## src/rtl/time_bus_master.sv

```systemverilog
// Bus initiator for the seconds-of-day time block: polls RUN_TIME, converts the
// value to hour/min/sec by repeated subtraction, and issues CLR / INIT_TIME writes.
//
// state   | meaning
// --------+----------------------------------------------------------
// IDLE    | nothing in flight; arbitrates clr > set > poll
// WR_CLR  | wr strobe to CLR with data 1
// GAP     | forced idle bus cycle so the responder sees CLR drop
// WR_INIT | wr strobe to INIT_TIME with latched set value
// RD_REQ  | rd strobe to RUN_TIME
// RD_WAIT | capture rdata, range check
// CONV_H  | subtract 3600 per cycle, count hours
// CONV_M  | subtract 60 per cycle, count minutes
// DONE    | hour/min/sec just loaded, time_vld high
module time_bus_master #(
    parameter int ADDRWIDTH = 4,
    parameter int POLL_CNT  = 5000000,
    parameter int CNT_WIDTH = 23
) (
    input  logic                 clk,
    input  logic                 rst_n,
    input  logic                 key_clr,
    input  logic                 key_set,
    input  logic [16:0]          set_time,
    output logic                 wr,
    output logic [ADDRWIDTH-1:0] waddr,
    output logic [31:0]          wdata,
    output logic                 rd,
    output logic [ADDRWIDTH-1:0] raddr,
    input  logic [31:0]          rdata,
    output logic [4:0]           hour,
    output logic [5:0]           min,
    output logic [5:0]           sec,
    output logic                 time_vld,
    output logic                 rd_err,
    output logic                 busy
);

    localparam logic [ADDRWIDTH-1:0] ADDR_RUN  = ADDRWIDTH'(4'h4);
    localparam logic [ADDRWIDTH-1:0] ADDR_CLR  = ADDRWIDTH'(4'h8);
    localparam logic [ADDRWIDTH-1:0] ADDR_INIT = ADDRWIDTH'(4'hc);
    localparam logic [CNT_WIDTH-1:0] POLL_LAST = CNT_WIDTH'(POLL_CNT - 1);
    localparam logic [31:0]          SEC_PER_DAY = 32'd86400;

    typedef enum logic [3:0] {
        IDLE, WR_CLR, GAP, WR_INIT, RD_REQ, RD_WAIT, CONV_H, CONV_M, DONE
    } state_t;

    state_t               state;
    logic [CNT_WIDTH-1:0] poll_cnt;
    logic                 poll_tc;
    logic                 clr_pend;
    logic                 set_pend;
    logic                 poll_pend;
    logic [16:0]          set_val;
    logic [16:0]          work;
    logic [4:0]           h_cnt;
    logic [5:0]           m_cnt;

    assign poll_tc = (poll_cnt == POLL_LAST);
    assign busy    = (state != IDLE);

    always_ff @(posedge clk or negedge rst_n) begin
        if (!rst_n) begin
            poll_cnt <= '0;
        end else if (poll_tc) begin
            poll_cnt <= '0;
        end else begin
            poll_cnt <= poll_cnt + CNT_WIDTH'(1);
        end
    end

    always_ff @(posedge clk or negedge rst_n) begin
        if (!rst_n) begin
            state     <= IDLE;
            wr        <= 1'b0;
            waddr     <= '0;
            wdata     <= '0;
            rd        <= 1'b0;
            raddr     <= '0;
            hour      <= '0;
            min       <= '0;
            sec       <= '0;
            time_vld  <= 1'b0;
            rd_err    <= 1'b0;
            clr_pend  <= 1'b0;
            set_pend  <= 1'b0;
            poll_pend <= 1'b0;
            set_val   <= '0;
            work      <= '0;
            h_cnt     <= '0;
            m_cnt     <= '0;
        end else begin
            wr       <= 1'b0;
            waddr    <= '0;
            wdata    <= '0;
            rd       <= 1'b0;
            raddr    <= '0;
            time_vld <= 1'b0;
            rd_err   <= 1'b0;

            case (state)
                IDLE: begin
                    if (clr_pend) begin
                        state    <= WR_CLR;
                        wr       <= 1'b1;
                        waddr    <= ADDR_CLR;
                        wdata    <= 32'd1;
                        clr_pend <= 1'b0;
                    end else if (set_pend) begin
                        state    <= WR_INIT;
                        wr       <= 1'b1;
                        waddr    <= ADDR_INIT;
                        wdata    <= {15'b0, set_val};
                        set_pend <= 1'b0;
                    end else if (poll_pend) begin
                        state <= RD_REQ;
                        rd    <= 1'b1;
                        raddr <= ADDR_RUN;
                    end
                end
                WR_CLR:  state <= GAP;
                GAP:     state <= IDLE;
                WR_INIT: state <= IDLE;
                RD_REQ:  state <= RD_WAIT;
                RD_WAIT: begin
                    poll_pend <= 1'b0;
                    h_cnt     <= '0;
                    m_cnt     <= '0;
                    work      <= rdata[16:0];
                    if (rdata >= SEC_PER_DAY) begin
                        rd_err <= 1'b1;
                        state  <= IDLE;
                    end else begin
                        state <= CONV_H;
                    end
                end
                CONV_H: begin
                    if (work >= 17'd3600) begin
                        work  <= work - 17'd3600;
                        h_cnt <= h_cnt + 5'd1;
                    end else begin
                        state <= CONV_M;
                    end
                end
                CONV_M: begin
                    if (work >= 17'd60) begin
                        work  <= work - 17'd60;
                        m_cnt <= m_cnt + 6'd1;
                    end else begin
                        // all three fields land in the same cycle so the display never tears
                        hour     <= h_cnt;
                        min      <= m_cnt;
                        sec      <= work[5:0];
                        time_vld <= 1'b1;
                        state    <= DONE;
                    end
                end
                DONE:    state <= IDLE;
                default: state <= IDLE;
            endcase

            // captures come after the FSM so a key arriving as its write issues is not lost
            if (key_clr) begin
                clr_pend <= 1'b1;
            end
            if (key_set) begin
                set_pend <= 1'b1;
                set_val  <= set_time;
            end
            if (poll_tc) begin
                poll_pend <= 1'b1;
            end
        end
    end

endmodule

```

## config.mk

```make
export PLATFORM = sky130hd
export DESIGN_NAME = time_bus_master
export DESIGN_NICKNAME = d
export VERILOG_FILES = /design/src/rtl/time_bus_master.sv
export SDC_FILE = /design/constraint.sdc
export NUM_CORES = 1
export LEC_CHECK = 0
export ABC_AREA = 1
export CORE_MARGIN = 2
export CORE_UTILIZATION = 53
export DETAILED_ROUTE_END_ITERATION = 10
export GPL_ROUTABILITY_DRIVEN = 0
export PLACE_DENSITY = 0.86
export SLEW_MARGIN = 20
export SYNTH_ARGS = -nofsm -noshare
export SYNTH_HDL_FRONTEND = slang
export SYNTH_SLANG_ARGS = --single-unit
export TNS_END_PERCENT = 20
```

## constraint.sdc

```tcl
create_clock -name clk -period 1.73 [get_ports clk]
set_input_delay 0.173 -clock clk [delete_from_list [all_inputs] [get_ports clk]]
set_output_delay 0.173 -clock clk [all_outputs]
set_load 0.1 [all_outputs]
```

==> results.md, run 1 <==
* Post-synthesis cell count at approximately 790
* Global Route Usage Sum at ~24%
* Nets at roughly 1000
* HPWL after DPL at about 10000 um
* Ratio of cells with drive above 1 in the final layout at 23.58%
* Avg Cell Area, Syn at 7.828 um2
* Slew @ Worst Pin at between 500 and 600 ps
* Status: finished, final reports clean
* Core Region at between 10000 and 15000 um2
* H-Tree Depth at 4
* Worst Path Arrival at slightly above 2000 ps
* Synth warn at 0
* Most common flop cell mapped by yosys: dfrtp_1
* Post-synth cell types at 39
* Number of synthesized flops with an enable pin at 0
* Mapped cell area at 6161 um2
* Deepest clock path buffer count at 2
* GR Overflow Total at 0
* RSZ-0062 raised after global routing: true
* Slew Viols, Final at 0
* Residual DRC count at 0
* Worst setup EP type: flop
* Final ANT Viol Nets at 0
* Max-cap check violation count at 0
* First-pass GRT wire length at 24500 um
* WL final at 16420 um
* Largest net degree at the start of global routing at 55
* Synthesis-stage register bit count at around 110
* Internal power at a little under 0.005 W
* Cell Pwr Density at between 700 and 800 nW/um2
* CTS sink cnt at roughly 110
* Die Height at roughly 110 um
* Initial antenna violation count at 0
* Yosys top cell area share at around 46%
* Sw frac at between 20% and 30%
* Final setup viols at 0
* Final cycle utilization of the critical path at roughly 100%
* Reg power frac at 42.0%
* Fin. Hold Viols at 0
* Clock power share at between 50% and 60%
* Fmax at 0.5793 GHz
* Initial Util at a little over half
* CTS clk-pin slew, worst paths at around 60 ps
* CTS Buf Count at 17
* Max_slew headroom at roughly 64%
* Synth area leaders: dfrtp_1 (46%), nand2_1 (14%), nand3_1 (5.8%), inv_1 (5.3%), nor2_1 (4.8%)
* Yosys top cell by area: dfrtp_1
* CTS tree: built
* Clock Latency Late Sink at between 400 and 500 ps
* CP startpoint kind: flop
* WL per Instance at about 15 um
* CP max FO at 5
* DR pass1 iterations at 7
* Worst hold margin at 155.9 ps
* Top Ports at ~120
* Peak supply drop at 0.001007 V
* Post-synthesis sequential area ratio at 46.30%
* Fin crit period at around 1700 ps
* First DRT Iteration DRCs at 636
* Row cnt at 39
* Vias in the first global route at approximately 5300
* Async S/R FF share, synth at between 90% and 100%
* Combinational share of power at 7.0%
* DIE AREA at roughly 13000 um2
* PortBufs at 94
* CP required at ~2000 ps
* # diodes at 0
* DR vias at between 5000 and 6000
* Crit Path Category: reg -> reg
* Vias per cell at 5.375
* Clock Tree Root: clkbuf_16
* Net switching power at approximately 0.0016 W
* Die Width at between 100 and 150 um
* Worst hold path class: in -> async
* Layout area overhead at 33.65%
* Skew final at 12.02 ps
* Static Leakage at between 4 and 5 nW
* Setup_tns at 0 ps
state kept, by name, summed over array words and instances, names as in the netlist, 2 cells and up:
signal	count
work	17
set_val	17
state	4
sec	6
h_cnt	5
m_cnt	6
hour	5
wdata	17
poll_cnt	23
min	6
waddr	2
routing by layer:
layer  global-route usage (%)  share of wire, %  vias to the layer above
met5                        0                 0                        -
met4                    11.28               4.0                        0
met3                    5.770               7.1                       73
met2                    39.88                49                      298
met1                    30.76                40                     2752
li1                         -                 -                     2752
power groups by stage:
stage | clock [W] | sequential [W] | combinational (W)
after detailed placement | 0 | 0.00276 | 0.000450
final | 0.00330 | 0.00271 | 0.000451
after floorplan | 0 | 0.00276 | 0.000281
after CTS | 0.00330 | 0.00271 | 0.000454
after global routing | 0.00345 | 0.00272 | 0.000487
after global placement | 0 | 0.00276 | 0.000446
cells in the final DEF, fill, tap and decap left out, types with 2 or more instances in the layout:
| cell type | n |
|---|---|
| nand2_1 | 208 |
| dfrtp_1 | 104 |
| buf_4 | 91 |
| inv_1 | 84 |
| nor2_1 | 71 |
| nand3_1 | 70 |
| clkdlybuf4s50_1 | 51 |
| o21ai_0 | 30 |
| xor2_1 | 20 |
| conb_1 | 20 |
| clkbuf_16 | 18 |
| nand2_2 | 17 |
| inv_2 | 15 |
| nor3_1 | 14 |
| o21ai_1 | 13 |
| nand4_1 | 12 |
| a21oi_1 | 11 |
| dfrtp_2 | 10 |
| nor2_2 | 9 |
| o21ai_2 | 9 |
| nor2_4 | 6 |
| buf_12 | 5 |
| nor3_2 | 4 |
| nand2_4 | 4 |
| xnor2_1 | 4 |
| nand3_4 | 4 |
| ha_4 | 4 |
| clkinvlp_4 | 4 |
| inv_4 | 3 |
| nor4_1 | 3 |
| nand3_2 | 3 |
| clkinv_4 | 3 |
| clkinv_2 | 3 |
| buf_6 | 3 |
| ha_2 | 2 |
| ha_1 | 2 |
| clkbuf_1 | 2 |
final cells by class:
type | instances | area [um2]
fill | 843 | 3136
multi-input combinational | 550 | 2880
sequential | 114 | 2865
timing repair buffer | 152 | 1363
clock buffer | 20 | 446.7
inverter | 102 | 390.4
tap | 143 | 178.9
clock inverter | 12 | 110.1
cells by family (layout without fill, tap and decap cells):
kind of cell,after synthesis,after routing,synth area share [%]
flops,114,114,46.30
compound gates,68,68,6.174
buf+inv,142,286,10.93
xor+xnor,24,24,3.412
other cells,1,20,0.06087
simple gates,430,430,31.50
fa+ha+maj,8,8,1.625
what timing repair did:
action / 4_1_cts / 5_1_grt
cloned: 0 / 1
setup buffers: 0 / 22
pin swaps: 0 / 21
hold endpoints to repair: 114 / 0
hold buffers: 1 / 0
setup endpoints to repair: 4 / 54
gates resized for setup: 2 / 61
critical path, cell delays in order (launching register included):
cell and delay [ps]:
dfrtp_2 450, inv_2 110, buf_4 120, ha_2 210, nand3_1 140, nand2_2 150
nand3_1 120, nand3_1 140, nand3_1 80, nand2_1 70, nand2_1 40
synthesized netlist by cell type, types with 6 or more instances:
cell and number:
a21oi_1 11, buf_2 6, buf_4 23, buf_6 6
dfrtp_1 114, ha_1 8, inv_1 87, inv_2 14
nand2_1 223, nand3_1 72, nand4_1 12, nor2_1 79
nor3_1 15, o21ai_0 32, o21ai_1 13, o21ai_2 7
xor2_1 20
per-stage QoR:
step | utilization [%] | power [W] | instance area [um2] | worst slack [ps] | std cells
finish | 72.42 | 0.006461 | 8234 | 3.710 | 1093
global route | 72.42 | 0.006649 | 8234 | -116.2 | 1093
CTS | 69.09 | 0.006467 | 7855 | 10.97 | 1070
detailed placement | 64.04 | 0.003211 | 7281 | -13.05 | 1037
global placement | 64.04 | 0.003204 | 7281 | 58.35 | 1037
floorplan | - | 0.003039 | 6240 | 142.3 | 806
path summary, 6_finish.rpt:
check | startpoint | end | slack [ps] | cells after the start
max | work[5]$_DFFE_PN0P_ | work[14]$_DFFE_PN0P_ | 4 | 10
min | rst_n | work[11]$_DFFE_PN0P_ | 160 | 2
max reg2reg | work[5]$_DFFE_PN0P_ | work[14]$_DFFE_PN0P_ | 4 | 10
min reg2reg | min[0]$_DFFE_PN0P_ | min[0]$_DFFE_PN0P_ | 480 | 2
max in group asynchronous | rst_n | poll_cnt[17]$_DFF_PN0_ | 1040 | 3
min in group clk | set_time[0] | set_val[0]$_DFFE_PN0P_ | 300 | 3
(Power assumes the default switching activity.)
==> inputs of run 2 (changes only) <==
--- a/config.mk
+++ b/config.mk
@@ -7,10 +7,10 @@
 export LEC_CHECK = 0
 export ABC_AREA = 1
 export CORE_MARGIN = 2
-export CORE_UTILIZATION = 53
+export CORE_UTILIZATION = 55
 export DETAILED_ROUTE_END_ITERATION = 10
 export GPL_ROUTABILITY_DRIVEN = 0
-export PLACE_DENSITY = 0.86
+export PLACE_DENSITY = 0.89
 export SLEW_MARGIN = 20
 export SYNTH_ARGS = -nofsm -noshare
 export SYNTH_HDL_FRONTEND = slang
==> constraint.sdc (replaced) <==
create_clock -name clk -period 2.2 [get_ports clk]
set_input_delay 0.22 -clock clk [delete_from_list [all_inputs] [get_ports clk]]
set_output_delay 0.22 -clock clk [all_outputs]
set_load 0.1 [all_outputs]
==> run 2 against run 1 <==
Net effect:
- largest power group unchanged
- die area shrank 3.5%
- cell count is 4.7% lower
- combinational power is 22% lower
- count of clock-buffer cells in the layout down 1
- final area decreased by 7.0%
- sequential power decreased by 21%
- global-route usage increased by 3.1 points
- first-iteration DRC count decreased by 25%
- critical path type is now reg -> out
- wire length fell by 7.4%
- via count shrank 6.9%
- register-to-register slack better by 280 ps
- clock skew down 4.1 ps
==> results.md, run 2 (synthesis gave the netlist of run 1 again) <==
* Residual DRC count at 0 (unchanged)
* CP peak stage delay at 430 ps (was 450 ps)
* WL per Instance at 14.58 um (was 15.02 um)
* Clock Tree Root: clkbuf_8 (was clkbuf_16)
* Deepest clock path buffer count at 2 (unchanged)
* Max_slew headroom at 62.24% (was 63.74%)
* First DRT Iteration DRCs at 478 (was 636)
* Setup_tns at 0 ps (unchanged)
* Worst hold path class: in -> async (unchanged)
* Max-cap check violation count at 0 (unchanged)
* Crit-path cells: nor3_2 -> nand2_1 -> buf_4 (was inv_2 -> buf_4 -> ha_2 -> nand3_1 -> nand2_2 -> nand3_1 -> nand3_1 -> nand3_1 -> nand2_1 -> nand2_1)
* Core Region at 10890 um2 (was 11370 um2)
* DR vias at 5467 (was 5875)
* CTS tree: built (unchanged)
* Worst setup EP type: primary output (was flop)
* Net switching power at 0.001252 W (was 0.001610 W)
* Vias in the first global route at 5342 (was 5298)
* Final cycle utilization of the critical path at ~90%
* Nets at 950 (was 998)
* Post-CTS sizing at 0 (was 2)
* Fin crit period at 1974 ps
* Slew Viols, Final at 0 (unchanged)
* PortBufs at 94 (unchanged)
* Status: finished, final reports clean (unchanged)
* H-Tree Depth at 4 (unchanged)
* CTS Buf Count at 17 (unchanged)
* Initial antenna violation count at 0 (unchanged)
* CTS sink cnt at 114 (unchanged)
* WL final at 15190 um (was 16420 um)
* Row cnt at 38 (was 39)
* Number of flip-flops under the largest register name at 23 (unchanged)
* Skew final at 7.929 ps (was 12.02 ps)
* Clock power share at 53.5% (was 51.0%)
* Fin. Hold Viols at 0 (unchanged)
* Most flops, register: poll_cnt (unchanged)
* Crit Path Category: reg -> out (was reg -> reg)
* Highest-delay cell along the critical path: dfrtp_1 (was dfrtp_2)
* Worst Path Arrival at 1750 ps (was 2040 ps)
* Final setup viols at 0 (unchanged)
* Commonest non-fill, non-tap cell in the layout: nand2_1 (unchanged)
* Fmax at 0.5067 GHz
* # diodes at 0 (unchanged)
* Top delay family on crit path: simple AND/OR/NAND/NOR gates (unchanged)
* Combinational share of power at 6.6% (was 7.0%)
* DR pass1 iterations at 5 (was 7)
* Largest net degree at the start of global routing at 50 (was 55)
* Internal power at 0.004098 W (was 0.004852 W)
* Commonest non-fill, non-tap cells in the layout: nand2_1 (223), dfrtp_1 (114), inv_1 (87) (was nand2_1 (208), dfrtp_1 (104), buf_4 (91))
* Die Height at 109.8 um (was 111.8 um)
* DIE AREA at 12060 um2 (was 12500 um2)
* Initial Util at 56.58% (was 54.19%)
* Slew @ Worst Pin at 565.7 ps (was 543.2 ps)
* GR Overflow Total at 0 (unchanged)
* HPWL after DPL at 10580 um (was 10490 um)
* Ratio of cells with drive above 1 in the final layout at 14.41% (was 23.58%)
* CP max FO at 7 (was 5)
* Static Leakage at 3.988 nW (was 4.234 nW)
* Sw frac at 23.40% (was 24.91%)
* CP startpoint kind: flop (unchanged)
* Clock Latency Late Sink at 510 ps (was 410 ps)
* Reg power frac at 39.9% (was 42.0%)
* CP required at 1980 ps (was 2040 ps)
* RSZ-0062 raised after global routing: false (was true)
* Top Ports at 115 (unchanged)
* Tot Pwr at 0.005350 W (was 0.006461 W)
* CTS clk-pin slew, worst paths at 60 ps (about the same)
* Peak supply drop at 0.0007569 V (was 0.001007 V)
* Post-CTS Setup Inserts at 0 (unchanged)
* Global Route Usage Sum at 27.44% (was 24.36%)
* Cell Pwr Density at 698.5 nW/um2 (was 784.7 nW/um2)
* First-pass GRT wire length at 25390 um (was 24500 um)
* Vias per cell at 5.247 (was 5.375)
* Layout area overhead at 24.31% (was 33.65%)
* End-of-flow core utilization at 70.34% (was 72.42%)
* Final ANT Viol Nets at 0 (unchanged)
* WP buf/inv at 1 (was 2)
* Die Width at 109.8 um (was 111.8 um)
[run 2: cell count changes in the layout (fill, tap and decap cells not counted), moves of 4 or more]
cell	before	now
buf_12	5	1
buf_4	91	51
dfrtp_1	104	114
dfrtp_2	10	0
ha_1	2	8
ha_4	4	0
nand2_1	208	223
nand2_2	17	4
nor2_1	71	79
nor2_2	9	2
[run 2: final timing paths]
kind | slack, ps | end | depth (start not counted) | startpoint
max | 230 | busy | 3 | state[3]$_DFFE_PN0P_
min | 190 | min[0]$_DFFE_PN0P_ | 2 | rst_n
max reg2reg | 280 | m_cnt[2]$_DFFE_PN0P_ | 9 | work[4]$_DFFE_PN0P_
min reg2reg | 470 | set_val[0]$_DFFE_PN0P_ | 2 | set_val[0]$_DFFE_PN0P_
max in group asynchronous | 1390 | m_cnt[1]$_DFFE_PN0P_ | 3 | rst_n
min in group clk | 250 | set_val[0]$_DFFE_PN0P_ | 3 | set_time[0]
[run 2: worst reg2reg max path, cell delays in order, from the launching register on]
cell and delay [ps]:
dfrtp_1 520, ha_1 230, nand3_1 100, nor2_1 130, nand3_2 130, nand2_2 140, nand2_4 90, nand2_2 250
nand2_1 100, a21oi_1 150
[run 2: power by group through the flow]
stage | clock network [W] | logic [W] | registers [W]
after global placement | 0 | 0.000349 | 0.00217
after CTS | 0.00288 | 0.000358 | 0.00213
after floorplan | 0 | 0.000221 | 0.00217
after global routing | 0.00299 | 0.000385 | 0.00214
after detailed placement | 0 | 0.000355 | 0.00217
final | 0.00286 | 0.000353 | 0.00213
[run 2: area by class of cell]
| type | count | area, um2 |
|---|---|---|
| Fill cell | 843 | 3229 |
| Timing Repair Buffer | 104 | 923.4 |
| Multi-Input combinational cell | 550 | 2706 |
| Tap cell | 140 | 175.2 |
| Inverter | 102 | 384.1 |
| Sequential cell | 114 | 2853 |
| Clock inverter | 13 | 185.2 |
| Clock buffer | 19 | 431.7 |
[run 2: routing by layer]
metal  share of wire, %  track usage [%]  vias up  routed length [um]
li1                   -                -     2663                   -
met1                 41            35.29     2555                6271
met2                 50            45.35      216                7608
met3                6.3            5.276       33                 962
met4                2.3            11.57        0                 351
met5                  0                0        -                   0
[run 2: metrics by stage]
step | instances | setup slack (ps) | hold WS, ps | area [um2]
final | 1042 | 226.3 | 194.4 | 7659
after global routing | 1042 | 90.29 | 228.5 | 7659
after CTS | 1042 | 205.6 | 206.1 | 7659
after detailed placement | 1009 | 317.7 | 192.9 | 7032
after global placement | 1009 | 382.7 | 188.2 | 7032
after floorplan | 806 | 125.5 | -75.59 | 6232
[run 2: what timing repair did]
action	CTS	global route
endpoints found under the setup margin	0	0
endpoints found under the hold margin	30	0
hold buffers	1	0
==> RTL edit 1 (settings of run 1) <==
Reset style: synchronous (`rst_n`), changed in 2 clocked blocks.
--- a/src/rtl/time_bus_master.sv
+++ b/src/rtl/time_bus_master.sv
@@ -60,7 +60,7 @@
     assign poll_tc = (poll_cnt == POLL_LAST);
     assign busy    = (state != IDLE);
 
-    always_ff @(posedge clk or negedge rst_n) begin
+    always_ff @(posedge clk) begin
         if (!rst_n) begin
             poll_cnt <= '0;
         end else if (poll_tc) begin
@@ -70,7 +70,7 @@
         end
     end
 
-    always_ff @(posedge clk or negedge rst_n) begin
+    always_ff @(posedge clk) begin
         if (!rst_n) begin
             state     <= IDLE;
             wr        <= 1'b0;
Behaviour: differs if rst_n is asserted again (counterexample within 4 cycles, from zero or initial values and one cycle with rst_n low); with rst_n held inactive, the same outputs for 10 cycles.
==> RTL edit 1 against run 1 <==
- setup slack got worse by 0.0064 ns
- synthesized cell count grew 0.89%
- routed wire length shrank 8.6%
- critical path type is now flip-flop to output pin
- via count shrank 1.7%
- sequential cell count unchanged
- synthesized area is 11% lower
- the run now ends with negative setup slack left
- cell area is 8.6% lower
- count of clock-buffer cells in the layout is 2 lower
- critical path depth decreased by 5
Power is not compared: it rests on default switching activity, and its combinational part moved more than twofold at a synthesized area within 25%.
==> RTL edit 1: results (changes against run 1) <==
** Finish
- The fraction of layout instances using a drive strength above 1 was 0.2069 (was 0.2358).
- Count of plain and timing-repair buffers in the layout :: 156 (was 152)
- Fillers :: 714 (was 843)
- Total of clock buffers placed in the layout :: 18 (was 20)
- The total number of multi-input combinational cells is 554 (was 550).
- Number of nets in the finished design :: 1005 (was 998)
- Fraction of standard cell area in multi-input logic :: 0.3688 (was 0.3498)

** Routing
- Routed wire length :: 15000 µm (was 16420 µm)
- The DRC violation total after the first TritonRoute iteration is 457 (was 636).

** Logic synthesis
- Cells taking the most area after synthesis :: sky130_fd_sc_hd__dfxtp_1 41%, sky130_fd_sc_hd__nand2_1 9.7%, sky130_fd_sc_hd__nor2_1 7.4%, sky130_fd_sc_hd__inv_1 6.6%, sky130_fd_sc_hd__nand3_1 6.4% (was sky130_fd_sc_hd__dfrtp_1 46%, sky130_fd_sc_hd__nand2_1 14%, sky130_fd_sc_hd__nand3_1 5.8%, sky130_fd_sc_hd__inv_1 5.3%, sky130_fd_sc_hd__nor2_1 4.8%)
- Post-synthesis share of cell area spent on full adders, half adders and majority gates :: 0.01816 (was 0.01625)
- The post-synthesis async set-or-reset flop share was 0 (was 1.000).
- The primary flip-flop cell chosen by synthesis mapping is sky130_fd_sc_hd__dfxtp_1 (was sky130_fd_sc_hd__dfrtp_1).
- Synthesized-area fraction occupied by xor and xnor cells :: 0.02066 (was 0.03412)
- The part of the Yosys area used for sequential elements is 0.4141 (was 0.4630).
- List of most frequent post-synthesis cells :: 142 x sky130_fd_sc_hd__nand2_1, 114 x sky130_fd_sc_hd__dfxtp_1, 109 x sky130_fd_sc_hd__nor2_1 (was 223 x sky130_fd_sc_hd__nand2_1, 114 x sky130_fd_sc_hd__dfrtp_1, 87 x sky130_fd_sc_hd__inv_1)

** Clocking
- The clock root buffer is sky130_fd_sc_hd__clkbuf_8 (was sky130_fd_sc_hd__clkbuf_16).

** Worst setup path
- The worst endpoint data arrival time was 1.56 ns (was 2.04 ns).
- R2R Path End :: m_cnt[2]$_SDFFE_PN0P_ (was work[14]$_DFFE_PN0P_)
- Reg2reg path depth :: 11 (was 10)
- The beginning of the worst register-to-register path was work[13]$_SDFFE_PN0P_ (was work[5]$_DFFE_PN0P_).
- Highest cell delay on the worst timing path :: 0.35 ns (was 0.45 ns)

** Timing
- Skew final :: 0.007381 ns (was 0.01202 ns)
- The post-route worst setup slack is -0.002673 ns (was 0.003710 ns).
- Number of setup violations in the final report :: 1 (was 0)

** Placed design
- The detailed-placement wirelength estimate is 10060 µm (was 10490 µm).

** Global routing
- Maximum number of pins on one net before global-route repair :: 38 (was 55)

** Outcome
- Outcome: finished, violations left (was completed).
- The checks that failed: negative setup slack.
## RTL edit 1: changes by cell type in the layout (fill, tap and decap cells not counted), moves of 5 or more
| cell | delta |
|---|---|
| sky130_fd_sc_hd__dfxtp_1 | +107 |
| sky130_fd_sc_hd__nand2_1 | -73 |
| sky130_fd_sc_hd__dfrtp_2 | -10 |
| sky130_fd_sc_hd__o21ai_0 | +18 |
| sky130_fd_sc_hd__buf_4 | +8 |
| sky130_fd_sc_hd__xor2_1 | -10 |
| sky130_fd_sc_hd__inv_6 | +5 |
| sky130_fd_sc_hd__dfrtp_1 | -104 |
| sky130_fd_sc_hd__nand2_2 | -7 |
| sky130_fd_sc_hd__inv_2 | -6 |
| sky130_fd_sc_hd__dfxtp_2 | +7 |
| sky130_fd_sc_hd__a21oi_1 | +51 |
| sky130_fd_sc_hd__o21ai_2 | -9 |
| sky130_fd_sc_hd__nor2_1 | +27 |
## RTL edit 1: timing repair
action / in CTS / in global routing
gates resized for setup: 6 / 45
buffers inserted: 0 / 9
pin swaps: 1 / 7
gates cloned: 0 / 1
hold buffers: 0 / 0
endpoints found under the setup margin: 12 / 59
## RTL edit 1: cells by family (layout without fill, tap and decap cells)
| group | count (synthesis) | in the layout |
|---|---|---|
| AND/OR/NAND/NOR | 373 | 374 |
| AO/OA/AOI/OAI | 139 | 139 |
| other | 1 | 20 |
| buffers and inverters | 146 | 289 |
| adder cells (fa/ha/maj) | 8 | 8 |
| flip-flops | 114 | 114 |
| XOR/XNOR | 13 | 13 |
## RTL edit 1: tightest hold or removal path, cell delays in order
cell and delay, ns:
sky130_fd_sc_hd__clkdlybuf4s50_1 0.40, sky130_fd_sc_hd__nand3_1 0.08, sky130_fd_sc_hd__nand2_1 0.05
## RTL edit 1: power groups by stage
| stage | Combinational, mW | Clock (mW) | Sequential, mW |
|---|---|---|---|
| floorplan | 1.05 | 0 | 3.02 |
| global placement | 1.65 | 0 | 2.85 |
| detailed placement | 1.67 | 0 | 2.86 |
| CTS | 1.71 | 3.24 | 2.81 |
| global route | 1.99 | 3.37 | 2.83 |
| finish | 1.86 | 3.23 | 2.81 |
## RTL edit 1: through the flow
stage	cells	worst slack, ns	instance area (µm²)	setup TNS (ns)
detailed placement	1051	-0.06454	6782	-0.5499
global placement	1051	0.004264	6782	0
CTS	1083	-0.02345	7350	-0.02345
floorplan	813	-0.1275	5618	-1.269
finish	1093	-0.002673	7528	-0.002673
global route	1093	-0.1370	7528	-0.6540
## RTL edit 1: layer usage
metal,share of wire,global-route usage,up-vias
met5,0,0,-
met4,0.029,0.1090,0
met3,0.079,0.07296,52
met2,0.48,0.4336,284
met1,0.41,0.3246,2610
li1,-,-,2831
==> RTL edit 2 (settings of run 1) <==
Without the edit above. Change the parameter `ADDRWIDTH` from 4 to 5.
--- a/src/rtl/time_bus_master.sv
+++ b/src/rtl/time_bus_master.sv
@@ -13,7 +13,7 @@
 // CONV_M  | subtract 60 per cycle, count minutes
 // DONE    | hour/min/sec just loaded, time_vld high
 module time_bus_master #(
-    parameter int ADDRWIDTH = 4,
+    parameter int ADDRWIDTH = 5,
     parameter int POLL_CNT  = 5000000,
     parameter int CNT_WIDTH = 23
 ) (
Interface: changed (resized raddr and waddr); port bits go from 115 to 117. The function was not compared with the original's and may differ.
==> RTL edit 2 against run 1 <==
- count of clock-buffer cells in the layout is 2 lower
- power is 9.9% higher
- sequential cell count stayed put
- cell area is 0.30% lower
- routed wire length is 4.2% lower
- the run now ends with negative setup slack left
- combinational power is 4.4% higher
- synthesized area is 0.24% higher
- utilization is 0.53 points lower
- highest routed layer unchanged
- critical path depth stayed put
- non-clock buffer count is 10 lower
- setup slack worse by 0.031 ns
- cell count is 0.91% lower
==> RTL edit 2: results (changes against run 1) <==
** Finish
- The count of filler cells inserted in the layout was 838 (was 843).
- Multi-input gate area in the final layout :: 2856 µm² (was 2880 µm²)
- Signal buffers share of area :: 0.1549 (was 0.1655)
- Clock buf/inv share :: 0.07941 (was 0.06762)
- The fraction of layout instances using a drive strength above 1 is 0.2170 (was 0.2358).

** Power
- Pwr/cell area :: 864.7 nW/µm² (was 784.7 nW/µm²)
- The worst vdd rail ir drop came to 1.207 mV (was 1.007 mV).
- The leakage power was 4.257 nW (was 4.234 nW).
- Internal Power :: 5.546 mW (was 4.852 mW)

** Placed design
- Place WS :: -0.01180 ns (was -0.01305 ns)
- Post-Place Cell Area :: 7283 µm² (was 7281 µm²)

** Global routing
- The first-pass GRT wire length was 24700 µm (was 24500 µm).
- The largest net degree at the start of global routing was 51 (was 55).
- Global-route usage over all layers :: 0.2482 (was 0.2436)
- Vias in the first global route :: 5185 (was 5298)

** Timing
- Accumulated negative setup slack :: -0.04021 ns (was 0 ns)
- The final count of negative-setup-slack endpoints was 4 (was 0).
- Minimum setup slack in the final design :: -0.02714 ns (was 0.003710 ns)

** Logic synthesis
- The synthesized area divided by synthesized cell count came to 7.828 µm² (about the same).

** Outcome
- Violated checks :: negative setup slack
- Outcome: finished, violations left (was completed).

** Routing
- The DRC violation total after the first TritonRoute iteration is 566 (was 636).
- Via count :: 5618 (was 5875)

** Worst setup path
- CP max stage cell :: sky130_fd_sc_hd__dfrtp_1 (was sky130_fd_sc_hd__dfrtp_2)
- The delay of the slowest cell on the worst path came to 0.43 ns (was 0.45 ns).
- Data arrival time of the critical path :: 2.06 ns (was 2.04 ns)
## RTL edit 2: changes by cell type in the layout (fill, tap and decap cells not counted), moves of 4 or more
cell and change:
sky130_fd_sc_hd__bufinv_16 +5, sky130_fd_sc_hd__buf_4 -8, sky130_fd_sc_hd__nor2_1 +4, sky130_fd_sc_hd__nor2_2 -5
## RTL edit 2: cells by family after synthesis
logic type / Yosys count / share of synthesized area
AO/OA/AOI/OAI: 68 / 0.06159
XOR/XNOR: 24 / 0.03404
adder cells (fa/ha/maj): 8 / 0.01621
buffers and inverters: 144 / 0.1114
flip-flops: 114 / 0.4619
other: 1 / 0.0006072
AND/OR/NAND/NOR: 430 / 0.3142
## RTL edit 2: final timing paths
| kind | slack, ns | cells past startpoint | end | startpoint |
|---|---|---|---|---|
| max | -0.03 | 10 | work[12]$_DFFE_PN0P_ | work[5]$_DFFE_PN0P_ |
| min | 0.23 | 2 | time_vld$_DFF_PN0_ | rst_n |
| max reg2reg | -0.03 | 10 | work[12]$_DFFE_PN0P_ | work[5]$_DFFE_PN0P_ |
| min reg2reg | 0.48 | 2 | hour[0]$_DFFE_PN0P_ | hour[0]$_DFFE_PN0P_ |
| max in group asynchronous | 0.93 | 3 | set_val[8]$_DFFE_PN0P_ | rst_n |
| min in group clk | 0.29 | 3 | set_val[0]$_DFFE_PN0P_ | set_time[0] |
## RTL edit 2: layer usage
layer	vias to the layer above	GRT usage	share of wire
met2	219	0.4012	0.50
met4	0	0.09675	0.025
met1	2645	0.3252	0.42
met3	35	0.06042	0.059
li1	2719	-	-
met5	-	0	0
## RTL edit 2: repair_timing
item,4_1_cts,5_1_grt
endpoints found under the setup margin,8,54
hold endpoints to repair,23,0
setup buffers,0,11
gates cloned,0,1
hold buffers,1,0
gates resized for setup,4,49
pin swaps,0,10
